### config.mk
export PLATFORM = sky130hd
export DESIGN_NAME = crot_gate_pipelined_flat
export DESIGN_NICKNAME = d
export VERILOG_FILES = /design/src/rtl/crot_gate_pipelined_if.sv /design/src/rtl/crot_gate_pipelined.sv /design/src/flat_wrapper.sv
export SDC_FILE = /design/constraint.sdc
export NUM_CORES = 1
export LEC_CHECK = 0
export CORE_MARGIN = 3
export CORE_UTILIZATION = 55
export DETAILED_ROUTE_END_ITERATION = 8
export GPL_TIMING_DRIVEN = 1
export PLACE_DENSITY = 0.75
export SYNTH_ARGS = -nofsm -noshare
export SYNTH_HDL_FRONTEND = slang
export SYNTH_SLANG_ARGS = --single-unit
### constraint.sdc
create_clock -name clk -period 5.1 [get_ports clk]
set_input_delay 1.02 -clock clk [delete_from_list [all_inputs] [get_ports clk]]
set_output_delay 1.02 -clock clk [all_outputs]
set_load 0.01 [all_outputs]
### src/rtl/crot_gate_pipelined_if.sv
// Amplitude bus of the controlled phase-rotation stage.
// The master drives one input sample per cycle; the slave (the rotation
// stage) returns the delayed alpha, the rotated beta and its status flags.
interface crot_gate_pipelined_if #(
    parameter int DATA_W = 8
);

    logic                     in_valid;
    logic                     control;
    logic [2:0]               k;
    logic signed [DATA_W-1:0] alpha_r;
    logic signed [DATA_W-1:0] alpha_i;
    logic signed [DATA_W-1:0] beta_r;
    logic signed [DATA_W-1:0] beta_i;
    logic                     sat_clr;

    logic                     out_valid;
    logic signed [DATA_W-1:0] new_alpha_r;
    logic signed [DATA_W-1:0] new_alpha_i;
    logic signed [DATA_W-1:0] new_beta_r;
    logic signed [DATA_W-1:0] new_beta_i;
    logic                     sat_sticky;

    modport master (
        output in_valid, control, k, alpha_r, alpha_i, beta_r, beta_i, sat_clr,
        input  out_valid, new_alpha_r, new_alpha_i, new_beta_r, new_beta_i, sat_sticky
    );

    modport slave (
        input  in_valid, control, k, alpha_r, alpha_i, beta_r, beta_i, sat_clr,
        output out_valid, new_alpha_r, new_alpha_i, new_beta_r, new_beta_i, sat_sticky
    );

endinterface

### src/rtl/crot_gate_pipelined.sv
// Controlled phase rotation R_k for the reduced QFT datapath.
// With control=1, beta is multiplied by e^(j*pi/2^(k-1)); alpha always
// passes through unchanged. The latency is a fixed 4 cycles, which matches
// the upstream Hadamard stage. The pipeline never stalls: the data registers
// load every cycle, and a valid bit travels alongside the data.
//   stage 1: register the inputs and pick the twiddle (S3.4, 16 = 1.0)
//   stage 2: four signed products
//   stage 3: combine, arithmetic shift by FRAC_W, saturate
//   stage 4: output registers
module crot_gate_pipelined #(
    parameter int DATA_W = 8,
    parameter int FRAC_W = 4
) (
    input  logic                  clk,
    input  logic                  rst_n,
    crot_gate_pipelined_if.slave  bus
);

    localparam int PROD_W = 2 * DATA_W;
    localparam int SUM_W  = PROD_W + 1;
    localparam int DEPTH  = 4;

    localparam logic signed [SUM_W-1:0] SAT_MAX = SUM_W'((2 ** (DATA_W - 1)) - 1);
    localparam logic signed [SUM_W-1:0] SAT_MIN = SUM_W'(-(2 ** (DATA_W - 1)));

    // Clamp a widened value into DATA_W bits; the MSB of the result is the
    // saturation flag.
    function automatic logic [DATA_W:0] saturate(input logic signed [SUM_W-1:0] v);
        logic [DATA_W:0] r;
        if (v > SAT_MAX) begin
            r = {1'b1, SAT_MAX[DATA_W-1:0]};
        end else if (v < SAT_MIN) begin
            r = {1'b1, SAT_MIN[DATA_W-1:0]};
        end else begin
            r = {1'b0, v[DATA_W-1:0]};
        end
        return r;
    endfunction

    // valid sideband, one bit per stage
    logic [DEPTH-1:0] valid_reg;

    // alpha delay line: 4 plain registers, never modified
    logic signed [DATA_W-1:0] alpha_r_reg [DEPTH];
    logic signed [DATA_W-1:0] alpha_i_reg [DEPTH];

    // stage 1
    logic signed [DATA_W-1:0] beta_r_s1_reg;
    logic signed [DATA_W-1:0] beta_i_s1_reg;
    logic signed [DATA_W-1:0] cos_s1_reg;
    logic signed [DATA_W-1:0] sin_s1_reg;
    logic signed [DATA_W-1:0] cos_next;
    logic signed [DATA_W-1:0] sin_next;

    // stage 2
    logic signed [PROD_W-1:0] pr_c_reg;
    logic signed [PROD_W-1:0] pi_s_reg;
    logic signed [PROD_W-1:0] pr_s_reg;
    logic signed [PROD_W-1:0] pi_c_reg;

    // stage 3
    logic signed [SUM_W-1:0]  re_sum;
    logic signed [SUM_W-1:0]  im_sum;
    logic [DATA_W:0]          re_sat_next;
    logic [DATA_W:0]          im_sat_next;
    logic signed [DATA_W-1:0] re_s3_reg;
    logic signed [DATA_W-1:0] im_s3_reg;
    logic                     re_sat_s3_reg;
    logic                     im_sat_s3_reg;

    // stage 4
    logic signed [DATA_W-1:0] re_s4_reg;
    logic signed [DATA_W-1:0] im_s4_reg;
    logic                     re_sat_s4_reg;
    logic                     im_sat_s4_reg;

    logic                     sat_sticky_reg;

    // Twiddle table for e^(j*pi/2^(k-1)). control=0 and k=0 both select identity.
    always_comb begin
        cos_next = DATA_W'(16);
        sin_next = DATA_W'(0);
        if (bus.control) begin
            case (bus.k)
                3'd1: begin cos_next = DATA_W'(-16); sin_next = DATA_W'(0);  end
                3'd2: begin cos_next = DATA_W'(0);   sin_next = DATA_W'(16); end
                3'd3: begin cos_next = DATA_W'(11);  sin_next = DATA_W'(11); end
                3'd4: begin cos_next = DATA_W'(15);  sin_next = DATA_W'(6);  end
                3'd5: begin cos_next = DATA_W'(16);  sin_next = DATA_W'(3);  end
                3'd6: begin cos_next = DATA_W'(16);  sin_next = DATA_W'(2);  end
                3'd7: begin cos_next = DATA_W'(16);  sin_next = DATA_W'(1);  end
                default: begin cos_next = DATA_W'(16); sin_next = DATA_W'(0); end
            endcase
        end
    end

    // Shift the valid bit through the pipeline.
    always_ff @(posedge clk or negedge rst_n) begin
        if (!rst_n) begin
            valid_reg <= '0;
        end else begin
            valid_reg <= {valid_reg[DEPTH-2:0], bus.in_valid};
        end
    end

    // Carry alpha through the 4-stage delay line.
    always_ff @(posedge clk or negedge rst_n) begin
        if (!rst_n) begin
            for (int i = 0; i < DEPTH; i++) begin
                alpha_r_reg[i] <= '0;
                alpha_i_reg[i] <= '0;
            end
        end else begin
            alpha_r_reg[0] <= bus.alpha_r;
            alpha_i_reg[0] <= bus.alpha_i;
            for (int i = 1; i < DEPTH; i++) begin
                alpha_r_reg[i] <= alpha_r_reg[i-1];
                alpha_i_reg[i] <= alpha_i_reg[i-1];
            end
        end
    end

    // Stage 1: capture beta and the selected twiddle.
    always_ff @(posedge clk or negedge rst_n) begin
        if (!rst_n) begin
            beta_r_s1_reg <= '0;
            beta_i_s1_reg <= '0;
            cos_s1_reg    <= '0;
            sin_s1_reg    <= '0;
        end else begin
            beta_r_s1_reg <= bus.beta_r;
            beta_i_s1_reg <= bus.beta_i;
            cos_s1_reg    <= cos_next;
            sin_s1_reg    <= sin_next;
        end
    end

    // Stage 2: form the four cross products at full width.
    always_ff @(posedge clk or negedge rst_n) begin
        if (!rst_n) begin
            pr_c_reg <= '0;
            pi_s_reg <= '0;
            pr_s_reg <= '0;
            pi_c_reg <= '0;
        end else begin
            pr_c_reg <= PROD_W'(beta_r_s1_reg) * PROD_W'(cos_s1_reg);
            pi_s_reg <= PROD_W'(beta_i_s1_reg) * PROD_W'(sin_s1_reg);
            pr_s_reg <= PROD_W'(beta_r_s1_reg) * PROD_W'(sin_s1_reg);
            pi_c_reg <= PROD_W'(beta_i_s1_reg) * PROD_W'(cos_s1_reg);
        end
    end

    // Combine the products one bit wider, drop the fraction (floor), then clamp.
    always_comb begin
        re_sum      = (SUM_W'(pr_c_reg) - SUM_W'(pi_s_reg)) >>> FRAC_W;
        im_sum      = (SUM_W'(pr_s_reg) + SUM_W'(pi_c_reg)) >>> FRAC_W;
        re_sat_next = saturate(re_sum);
        im_sat_next = saturate(im_sum);
    end

    // Stage 3: register the saturated components and their flags.
    always_ff @(posedge clk or negedge rst_n) begin
        if (!rst_n) begin
            re_s3_reg     <= '0;
            im_s3_reg     <= '0;
            re_sat_s3_reg <= 1'b0;
            im_sat_s3_reg <= 1'b0;
        end else begin
            re_s3_reg     <= re_sat_next[DATA_W-1:0];
            im_s3_reg     <= im_sat_next[DATA_W-1:0];
            re_sat_s3_reg <= re_sat_next[DATA_W];
            im_sat_s3_reg <= im_sat_next[DATA_W];
        end
    end

    // Stage 4: output registers.
    always_ff @(posedge clk or negedge rst_n) begin
        if (!rst_n) begin
            re_s4_reg     <= '0;
            im_s4_reg     <= '0;
            re_sat_s4_reg <= 1'b0;
            im_sat_s4_reg <= 1'b0;
        end else begin
            re_s4_reg     <= re_s3_reg;
            im_s4_reg     <= im_s3_reg;
            re_sat_s4_reg <= re_sat_s3_reg;
            im_sat_s4_reg <= im_sat_s3_reg;
        end
    end

    // Sticky flag: set by a valid saturated output, cleared by sat_clr; set wins.
    always_ff @(posedge clk or negedge rst_n) begin
        if (!rst_n) begin
            sat_sticky_reg <= 1'b0;
        end else if (valid_reg[DEPTH-1] && (re_sat_s4_reg || im_sat_s4_reg)) begin
            sat_sticky_reg <= 1'b1;
        end else if (bus.sat_clr) begin
            sat_sticky_reg <= 1'b0;
        end
    end

    assign bus.out_valid   = valid_reg[DEPTH-1];
    assign bus.new_alpha_r = alpha_r_reg[DEPTH-1];
    assign bus.new_alpha_i = alpha_i_reg[DEPTH-1];
    assign bus.new_beta_r  = re_s4_reg;
    assign bus.new_beta_i  = im_s4_reg;
    assign bus.sat_sticky  = sat_sticky_reg;

endmodule

### src/flat_wrapper.sv
// flat-port wrapper written by rule: the top's interface ports become plain ports
module crot_gate_pipelined_flat 
#(
    parameter int DATA_W = 8,
    parameter int FRAC_W = 4
)
  (clk, rst_n, bus_in_valid, bus_control, bus_k, bus_alpha_r, bus_alpha_i, bus_beta_r, bus_beta_i, bus_sat_clr, bus_out_valid, bus_new_alpha_r, bus_new_alpha_i, bus_new_beta_r, bus_new_beta_i, bus_sat_sticky);
  crot_gate_pipelined_if #(.DATA_W(DATA_W)) bus_i ();
  input  logic clk;
  input  logic rst_n;
  input wire logic [$bits(bus_i.in_valid)-1:0] bus_in_valid;
  input wire logic [$bits(bus_i.control)-1:0] bus_control;
  input wire logic [$bits(bus_i.k)-1:0] bus_k;
  input wire logic [$bits(bus_i.alpha_r)-1:0] bus_alpha_r;
  input wire logic [$bits(bus_i.alpha_i)-1:0] bus_alpha_i;
  input wire logic [$bits(bus_i.beta_r)-1:0] bus_beta_r;
  input wire logic [$bits(bus_i.beta_i)-1:0] bus_beta_i;
  input wire logic [$bits(bus_i.sat_clr)-1:0] bus_sat_clr;
  output wire logic [$bits(bus_i.out_valid)-1:0] bus_out_valid;
  output wire logic [$bits(bus_i.new_alpha_r)-1:0] bus_new_alpha_r;
  output wire logic [$bits(bus_i.new_alpha_i)-1:0] bus_new_alpha_i;
  output wire logic [$bits(bus_i.new_beta_r)-1:0] bus_new_beta_r;
  output wire logic [$bits(bus_i.new_beta_i)-1:0] bus_new_beta_i;
  output wire logic [$bits(bus_i.sat_sticky)-1:0] bus_sat_sticky;
  assign bus_i.in_valid = bus_in_valid;
  assign bus_i.control = bus_control;
  assign bus_i.k = bus_k;
  assign bus_i.alpha_r = bus_alpha_r;
  assign bus_i.alpha_i = bus_alpha_i;
  assign bus_i.beta_r = bus_beta_r;
  assign bus_i.beta_i = bus_beta_i;
  assign bus_i.sat_clr = bus_sat_clr;
  assign bus_out_valid = bus_i.out_valid;
  assign bus_new_alpha_r = bus_i.new_alpha_r;
  assign bus_new_alpha_i = bus_i.new_alpha_i;
  assign bus_new_beta_r = bus_i.new_beta_r;
  assign bus_new_beta_i = bus_i.new_beta_i;
  assign bus_sat_sticky = bus_i.sat_sticky;
  crot_gate_pipelined #(.DATA_W(DATA_W), .FRAC_W(FRAC_W)) u_core (.clk(clk), .rst_n(rst_n), .bus(bus_i));
endmodule
==> impl_metrics.toml, run 1 <==
[floorplan]
core_region_area_um2 = 24500
die-width_um = 165
start_util_pct = 56.4
num_rows = 57
die_footprint_um2 = 27100
io-pin-count = 74
die_height_um = 165

[worst_setup_path]
end_kind = "flop"
cp.required_ns = 5.45
worstPathBufferInverterCount = 6
crit_arrival_ns = 5.14
r2r_slack_ns = 0.31
max_stage_delay_ns = 0.62
crit-reg2reg-launch = "u_core.cos_s1_reg[3]"
crit_path_cell_trace = "buf_4, and2_1, buf_4, fa_1, inv_1, fa_1, inv_1, fa_1, inv_1, fa_1, inv_1, ha_1, nand2_1, a21boi_0, a41o_1, o41ai_1, xnor2_1"
rr_endpoint = "u_core.pi_c_reg[15]"
rr_worst_depth = 17
critical-path-top-delay-family = "adder cells"
cp_max_fo = 9
slowest_stage = "fa_1"
critPathKind = "flop to flop"
startpoint_type = "flop"
worstSetupPathDepth = 17
crit_path_end = "u_core.pi_c_reg[15]"
worstSetupStartpoint = "u_core.cos_s1_reg[3]"

[timing]
aggregate_negative_setup_slack_ns = 0
timing_max_transition_violations_final = 0
slew_headroom_pct = 57.4
worst_slew_pin_slew_ns = 0.639
max_freq_mhz = 209
fin_crit_ns = 4.79
timing.final.ws_setup_ns = 0.306
timing.final.setup_violations = 0
final-hold-violation-count = 0
rsz_0062_raised_after_global_routing = "no"
min_period_over_period_pct = 94.0
skew_ns = 0.0154

[clock_tree]
clkSinkCount = 190
ctsRootBufferMaster = "clkbuf_16"
cts.path.max_buffers = 2
ctsHtreeMaxLevel = 4
post-cts-setup-buffers = 0
number_of_buffers_added_by_the_clock_tree_synthesis_step = 17
clk_transition_reported_paths_ns = 0.09
cts_hold_buf = 0
cts_tree = "yes"
clkLatencyLatePin_ns = 0.44

[routing]
dr_vias = 8701
routed_wl_um = 24100
drtAntennaViolNets = 0
firstDrtPassIters = 5
vias_per_cell = 5.15
average_routed_wire_per_standard_cell_um = 14.3
drt_first_iter_violations = 556
final_routed_drc_violation_total = 0

[place]
placedInstanceArea_um2 = 14900
placed_cells_incl_taps = 1658
routabilityCongestion = 0.845
post-dp-hpwl_um = 18700
port_buffers = 73
preCtsSetupSlack_ns = 0.114

[synthesis]
syn_area_per_cell_um2 = 10.7
synth_largest_area_cell = "dfrtp_1"
synth_enable_flop_cells = 0
synth_top_flop_cell = "dfrtp_1"
synth_top_area_share_pct = 34.4
synth_sequential_area_ratio_pct = 34.4
ys_seq_elements = 190
netlist-cell-type-count = 60
synth_async_sr_flop_share_pct = 100
netlist_top_cells_count = "inv_1, dfrtp_1, ha_1"
netlist_instances = 1290
synth_nets = 1621
cell_with_the_most_instances_after_synthesis = "inv_1"
syn-cell-area_um2 = 13800
synth_area_leaders = "dfrtp_1, fa_1, ha_1"
ys_warn_count = 0

[job]
number_of_maximum_capacitance_violations = 0

[grt]
grtUsageTotal_pct = 19.2
largest_net_degree_at_the_start_of_global_routing = 126
grt_pass1_wl_um = 41700
initial_antenna_violation_count = 0
number_of_global_route_vias_before_repair = 8725
grt-ovfl-total = 0

[layout]
final_design_area_no_fill_um2 = 15500
design.final.nets = 1684
layoutNonFillerInstCount = 1690
post_route_cells_drive_above_1_share_pct = 4.98
syn_to_final_growth_pct = 12.2
antenna_cells_inserted = 0

[pwr]
design_power_total_mw = 5.27
power.ir.vdd_worst_v = 0.000183
powerDensity_nw_per_um2 = 340
static_leak_nw = 7.92

[min_path]
holdCritPathClass = "flop to flop"
holdPathStages = 0

[outcome]
run_status = "finished clean"
per-stage QoR:
| stage | hold WS [ns] | util [%] |
|---|---|---|
| after floorplan | 0.331 | - |
| after global placement | 0.331 | 60.6 |
| after detailed placement | 0.335 | 60.6 |
| after CTS | 0.344 | 63.2 |
| after global routing | 0.347 | 63.3 |
| final | 0.340 | 63.3 |
how the worst min path moves through the flow:
stage                           start                         to  slack [ns]
2_1_floorplan  u_core.alpha_i_reg[18]     u_core.alpha_i_reg[10]        0.33
3_3_place_gp   u_core.alpha_r_reg[12]  u_core.bus.new_alpha_r[4]        0.33
3_5_place_dp   u_core.alpha_r_reg[18]     u_core.alpha_r_reg[10]        0.33
4_1_cts          u_core.re_sat_s3_reg       u_core.re_sat_s4_reg        0.34
5_1_grt        u_core.alpha_r_reg[15]  u_core.bus.new_alpha_r[7]        0.35
6_report          u_core.re_s3_reg[7]   u_core.bus.new_beta_r[7]        0.34
worst reg2reg max path, delay by kind of cell (launching register included):
kind                     cells  cell delay [ns]
adder cells (fa/ha/maj)      5             2.55
buffers and inverters        6             0.63
AO/OA/AOI/OAI                3             0.63
flip-flops                   1             0.49
AND/OR/NAND/NOR              2             0.24
XOR/XNOR                     1             0.18
area by class of cell:
| cell class | instances | area, µm² |
|---|---|---|
| Sequential cell | 190 | 4760 |
| Tap cell | 324 | 405 |
| Multi-Input combinational cell | 803 | 7910 |
| Inverter | 254 | 953 |
| Fill cell | 1939 | 9010 |
| Clock inverter | 15 | 219 |
| Clock buffer | 17 | 425 |
| Timing Repair Buffer | 87 | 852 |
report_power, final:
group          internal, mW  total (mW)  leakage [nW]  switching [mW]
combinational         0.876        1.98          5.37            1.10
sequential             1.79        1.89          2.24           0.107
clock                 0.691        1.40         0.311           0.713
kinds of logic (layout without fill, tap and decap cells):
logic type	after synthesis	count (layout)	share of synthesized area, %
buf+inv	297	373	8.49
simple gates	293	293	11.0
fa+ha+maj	291	291	34.2
flops	190	190	34.4
compound gates	148	148	7.39
xor+xnor	68	68	4.30
mux	3	3	0.226
timing repair:
action                                  CTS  global route
resized for setup                         0            10
endpoints found under the setup margin    0             6
hold endpoints to repair                  0             0
routing by layer:
metal | wire length, µm | global-route usage, %
met5 | 0 | 0
met4 | 349 | 5.34
met3 | 1130 | 2.41
met2 | 11300 | 30.2
met1 | 11300 | 28.4
layout by cell type, fill, tap and decap left out, types with 3 or more instances in the layout:
master,netlist,layout
a41oi_1,4,3
and2_1,103,102
nand4_1,5,5
inv_1,254,254
a21oi_1,39,39
dfrtp_2,0,3
nor3_1,10,10
nand2_1,70,70
o21ai_1,0,3
a21o_1,18,18
fa_1,145,145
nor2b_1,9,9
o21bai_1,8,8
a31oi_1,6,6
o311ai_1,1,3
ha_1,146,146
xor2_1,19,19
nand3_1,11,11
a21boi_0,5,5
nand2b_1,13,13
clkbuf_16,0,17
and3_1,7,7
clkinv_8,0,6
inv_6,0,3
or3_1,3,3
o21ai_0,29,26
nor2_1,49,49
dfrtp_1,190,187
xnor2_1,49,49
or2_2,4,4
clkdlybuf4s50_1,0,72
o211ai_1,9,9
buf_4,16,13
(Power assumes the default switching activity.)
==> inputs of run 2 (changes only) <==
CORE_MARGIN = not set   (was 3)
==> impl_metrics.toml, run 2 (same netlist as run 1, synthesis figures left out) <==
[outcome]
run_status = "finished clean"

[grt]
initial_antenna_violation_count = 0
grtUsageTotal_pct = 20.3
grt-ovfl-total = 0
number_of_global_route_vias_before_repair = 8597
largest_net_degree_at_the_start_of_global_routing = 124
grt_pass1_wl_um = 41400

[worst_setup_path]
rr_endpoint = "u_core.pi_c_reg[14]"
r2r_slack_ns = 0.33
crit_arrival_ns = 5.11
end_kind = "flop"
cp.required_ns = 5.44
critPathKind = "flop to flop"
startpoint_type = "flop"
rr_worst_depth = 18
crit-reg2reg-launch = "u_core.cos_s1_reg[3]"
cp_max_fo = 8

[clock_tree]
ctsHtreeMaxLevel = 4
cts.path.max_buffers = 2
cts_tree = "yes"
clkSinkCount = 190
clkLatencyLatePin_ns = 0.44
clk_transition_reported_paths_ns = 0.08
number_of_buffers_added_by_the_clock_tree_synthesis_step = 17
cts_hold_buf = 0
ctsRootBufferMaster = "clkbuf_16"

[pwr]
comb_power_share_pct = 37.3
static_leak_nw = 7.93
power.ir.vdd_worst_v = 0.000213
netSwitchingPower_mw = 1.91
powerDensity_nw_per_um2 = 339
power.share.clock_pct = 26.7
seq_power_share_pct = 36.0
power.switching_fraction_pct = 36.3
design_power_total_mw = 5.27
p_int_mw = 3.36

[layout]
final_common_cell = "inv_1"
layoutNonFillerInstCount = 1692
layout_common_cells = "inv_1, dfrtp_1, ha_1"
post_route_cells_drive_above_1_share_pct = 5.34
design.final.nets = 1686
post_layout_util_pct = 63.6
syn_to_final_growth_pct = 12.4
final_design_area_no_fill_um2 = 15500
antenna_cells_inserted = 0

[timing]
min_period_over_period_pct = 93.5
fin_crit_ns = 4.77
final-hold-violation-count = 0
timing.final.setup_violations = 0
skew_ns = 0.0116
aggregate_negative_setup_slack_ns = 0
rsz_0062_raised_after_global_routing = "no"
timing_max_transition_violations_final = 0
slew_headroom_pct = 36.2
worst_slew_pin_slew_ns = 0.957
max_freq_mhz = 210

[routing]
drtAntennaViolNets = 0
drt_first_iter_violations = 496
firstDrtPassIters = 5
routed_wl_um = 24000
dr_vias = 8556
vias_per_cell = 5.06
average_routed_wire_per_standard_cell_um = 14.2
final_routed_drc_violation_total = 0

[place]
routabilityCongestion = 0.798
placed_cells_incl_taps = 1658
port_buffers = 73
placedInstanceArea_um2 = 14900
post-dp-hpwl_um = 18900

[job]
number_of_maximum_capacitance_violations = 0

[min_path]
holdCritStartpoint = "u_core.alpha_r_reg[29]"
holdPathStages = 0
holdCritPathClass = "flop to flop"
min_to = "u_core.alpha_r_reg[21]"

[floorplan]
core_region_area_um2 = 24500
io-pin-count = 74
die_footprint_um2 = 25800
start_util_pct = 56.6
num_rows = 57
die-width_um = 161
die_height_um = 161
==> run 2: cell types whose count changed in the layout (fill, tap and decap cells not counted), sizes merged <==
cell	previous run	this run
inv	263	264
clkinv	6	5
buf	14	16
==> run 2: per-stage QoR <==
stage,setup WS [ns],hold slack [ns]
floorplan,0.341,0.331
CTS,0.0275,0.350
finish,0.330,0.349
detailed placement,0.0722,0.335
global placement,0.217,0.332
global route,0.0473,0.353
==> run 2: what timing repair did <==
action / 4_1_cts / 5_1_grt
setup buffers: 0 / 2
endpoints found under the setup margin: 0 / 7
gates resized for setup: 0 / 12
==> run 2: power by group through the flow <==
stage	clock (mW)	combinational (mW)	sequential (mW)
6_report	1.41	1.97	1.90
5_1_grt	1.50	2.23	1.92
2_1_floorplan	0	1.44	1.91
3_3_place_gp	0	1.90	1.92
4_1_cts	1.44	1.98	1.90
3_5_place_dp	0	1.96	1.93
==> run 2: cell type report <==
type | count | area, µm²
well taps | 324 | 405
clock buffers | 17 | 425
repair buffers | 89 | 880
multi-input cells | 803 | 7910
clock inverters | 15 | 216
inverters | 254 | 953
fillers | 1854 | 8910
flip-flops and latches | 190 | 4760
==> run 2: critical path, cell delays in order, from the launching register on <==
cell,delay [ns]
dfrtp_2,0.45
buf_12,0.15
and2_1,0.18
fa_1,0.51
inv_1,0.05
fa_1,0.48
inv_1,0.06
fa_1,0.52
inv_1,0.05
fa_1,0.52
inv_1,0.04
ha_1,0.33
o21ai_0,0.13
a21boi_0,0.17
o21ai_1,0.20
a21boi_0,0.14
o21ai_0,0.25
nand2_1,0.13
o311ai_1,0.29
==> run 2: per-layer routing <==
metal / track usage (%) / share of wire, % / routed length (µm)
met4: 5.76 / 1.4 / 329
met2: 32.2 / 47 / 11200
met5: 0 / 0 / 0
met1: 29.5 / 48 / 11500
met3: 2.84 / 3.8 / 906
==> run 2: how the worst max path moves through the flow <==
stage / start / end / slack [ns]
floorplan: u_core.cos_s1_reg[6] / u_core.pi_c_reg[14] / 0.34
global placement: u_core.cos_s1_reg[3] / u_core.pr_c_reg[14] / 0.22
detailed placement: u_core.cos_s1_reg[3] / u_core.pr_c_reg[14] / 0.07
CTS: u_core.cos_s1_reg[3] / u_core.pr_c_reg[14] / 0.03
global route: u_core.cos_s1_reg[3] / u_core.pi_c_reg[14] / 0.05
finish: u_core.cos_s1_reg[3] / u_core.pi_c_reg[14] / 0.33
==> patch: new RTL, settings of run 2 <==
`DATA_W` is set to 8 in 3 places; all go to 6.
--- a/src/rtl/crot_gate_pipelined_if.sv
+++ b/src/rtl/crot_gate_pipelined_if.sv
@@ -2,7 +2,7 @@
 // The master drives one input sample per cycle; the slave (the rotation
 // stage) returns the delayed alpha, the rotated beta and its status flags.
 interface crot_gate_pipelined_if #(
-    parameter int DATA_W = 8
+    parameter int DATA_W = 6
 );
 
     logic                     in_valid;
--- a/src/rtl/crot_gate_pipelined.sv
+++ b/src/rtl/crot_gate_pipelined.sv
@@ -8,7 +8,7 @@
 //   stage 3: combine, arithmetic shift by FRAC_W, saturate
 //   stage 4: output registers
 module crot_gate_pipelined #(
-    parameter int DATA_W = 8,
+    parameter int DATA_W = 6,
     parameter int FRAC_W = 4
 ) (
     input  logic                  clk,
--- a/src/flat_wrapper.sv
+++ b/src/flat_wrapper.sv
@@ -1,7 +1,7 @@
 // flat-port wrapper written by rule: the top's interface ports become plain ports
 module crot_gate_pipelined_flat 
 #(
-    parameter int DATA_W = 8,
+    parameter int DATA_W = 6,
     parameter int FRAC_W = 4
 )
   (clk, rst_n, bus_in_valid, bus_control, bus_k, bus_alpha_r, bus_alpha_i, bus_beta_r, bus_beta_i, bus_sat_clr, bus_out_valid, bus_new_alpha_r, bus_new_alpha_i, bus_new_beta_r, bus_new_beta_i, bus_sat_sticky);
Interface: changed (8 resized); port bits go from 74 to 58. No check against the original RTL was run, so the function may have changed too.
==> patch against run 2 <==
Utilization rose by 0.50 points; sequential share of layout area rose by 3.4 points; cell area decreased by 29%; combinational power shrank 37%; synthesized area is 30% lower; sequential cell count decreased by 40; clock skew grew 1.3 ps; highest routed layer unchanged; fmax increased by 7.3%; critical endpoint is now u_core.pi_c_reg[11]; wire length shrank 31%; worst setup slack gained 330 ps; power decreased by 25%; critical path depth is 2 lower.
==> patch: results (changes against run 2) <==
.. list-table::
   :header-rows: 1

   * - Metric
     - Value
   * - Synth Area in Compound Gates
     - 0.0736 (-0.000322)
   * - Max-slew headroom at the worst pin
     - 0.502 (+0.140)
   * - Yosys cell types
     - 53 (-12%)
   * - Crit Reg-Reg Endpoint
     - u_core.pi_c_reg[11]
   * - Initial core utilization
     - 0.562 (-0.00312)
   * - Leakage power figure
     - 5.57 nW (-30%)
   * - Routability congestion estimate from global placement
     - 0.849 (+6.4%)
   * - Avg Inst Size Synth
     - 11.3 µm² (+5.2%)
   * - Routed wire length per instance
     - 14.4 µm (+1.3%)
   * - Number of port buffers
     - 57 (-22%)
   * - Length in cells of the worst reg-to-reg path
     - 16 (-2)
   * - IR Drop Worst-Case VDD
     - 0.239 mV (+12%)
   * - Global-route wire length before repair
     - 28900 µm (-30%)
   * - Largest fanout on the critical path
     - 13 (+5)
   * - Multiplexer share of the synthesized area
     - 0.00503 (+0.00277)
   * - Total half-perimeter wirelength after legalization and detailed placement
     - 12500 µm (-34%)
   * - Share of final-layout standard cells stronger than drive strength 1
     - 0.0559 (+0.00255)
   * - Leading post-synthesis cells by cell area
     - sky130_fd_sc_hd__dfrtp_1, sky130_fd_sc_hd__fa_1, sky130_fd_sc_hd__ha_1, sky130_fd_sc_hd__inv_1, sky130_fd_sc_hd__and2_1
   * - Number of global-route vias before repair
     - 6093 (-29%)
   * - Xor/xnor share of the synthesized area
     - 0.0515 (+0.00845)
   * - Iter 0 DRT Violations
     - 226 (-54%)
   * - Pre-antenna DRT Iters
     - 4 (-1)
   * - Final net count
     - 1141 (-32%)
   * - Final clock skew
     - 12.9 ps (+1.32 ps)
   * - Number of fillers in the final layout
     - 1327 (-28%)
   * - Placement-stage cell area
     - 10500 µm² (-30%)
   * - Pre-CTS setup slack
     - 620 ps (+547 ps)
   * - Via count
     - 5833 (-32%)
   * - Total routing resource utilization after global routing
     - 0.209 (+0.00517)
   * - Synth Area in Adders
     - 0.314 (-0.0275)
   * - Status
     - finished clean
   * - Crit path to
     - u_core.pi_c_reg[11]
   * - Top cell types by occurrence after synthesis
     - sky130_fd_sc_hd__dfrtp_1, sky130_fd_sc_hd__inv_1, sky130_fd_sc_hd__ha_1
   * - Data arrival at the endpoint of the critical path
     - 4750 ps (-360 ps)
==> patch: stage by stage <==
step | total power [W] | util
2_1_floorplan | 0.00238 | -
3_3_place_gp | 0.00270 | 0.606
3_5_place_dp | 0.00273 | 0.606
4_1_cts | 0.00399 | 0.641
5_1_grt | 0.00422 | 0.641
6_report | 0.00395 | 0.641
==> patch: worst min path at each step <==
stage,from,end,slack [ps],cells past startpoint
final,u_core.alpha_r_reg[18],u_core.alpha_r_reg[12],350,0
after global routing,u_core.alpha_i_reg[12],u_core.alpha_i_reg[6],350,0
after CTS,u_core.alpha_r_reg[18],u_core.alpha_r_reg[12],350,0
after detailed placement,u_core.alpha_i_reg[19],u_core.alpha_i_reg[13],330,0
after global placement,u_core.alpha_r_reg[16],u_core.alpha_r_reg[10],330,0
after floorplan,u_core.alpha_i_reg[16],u_core.alpha_i_reg[10],330,0
==> patch: final cells by class <==
type	count	area share
multi-input cells	536	0.475
clock inverters	13	0.0123
clock buffers	19	0.0410
inverters	150	0.0510
well taps	225	0.0255
flip-flops and latches	150	0.340
repair buffers	62	0.0552
==> patch: metal layers <==
metal / vias to the layer above / part of all wire / GRT usage
met2: 116 / 0.49 / 0.351
met5: - / 0 / 0
met1: 2869 / 0.46 / 0.278
met3: 17 / 0.035 / 0.0372
li1: 2831 / - / -
met4: 0 / 0.014 / 0.0605
==> patch: power by group <==
group	total (W)	switching (W)	internal, W
Combinational	0.00124	0.000680	0.000564
Clock	0.00123	0.000522	0.000713
Sequential	0.00147	0.0000824	0.00139
Total	0.00395	0.00128	0.00267
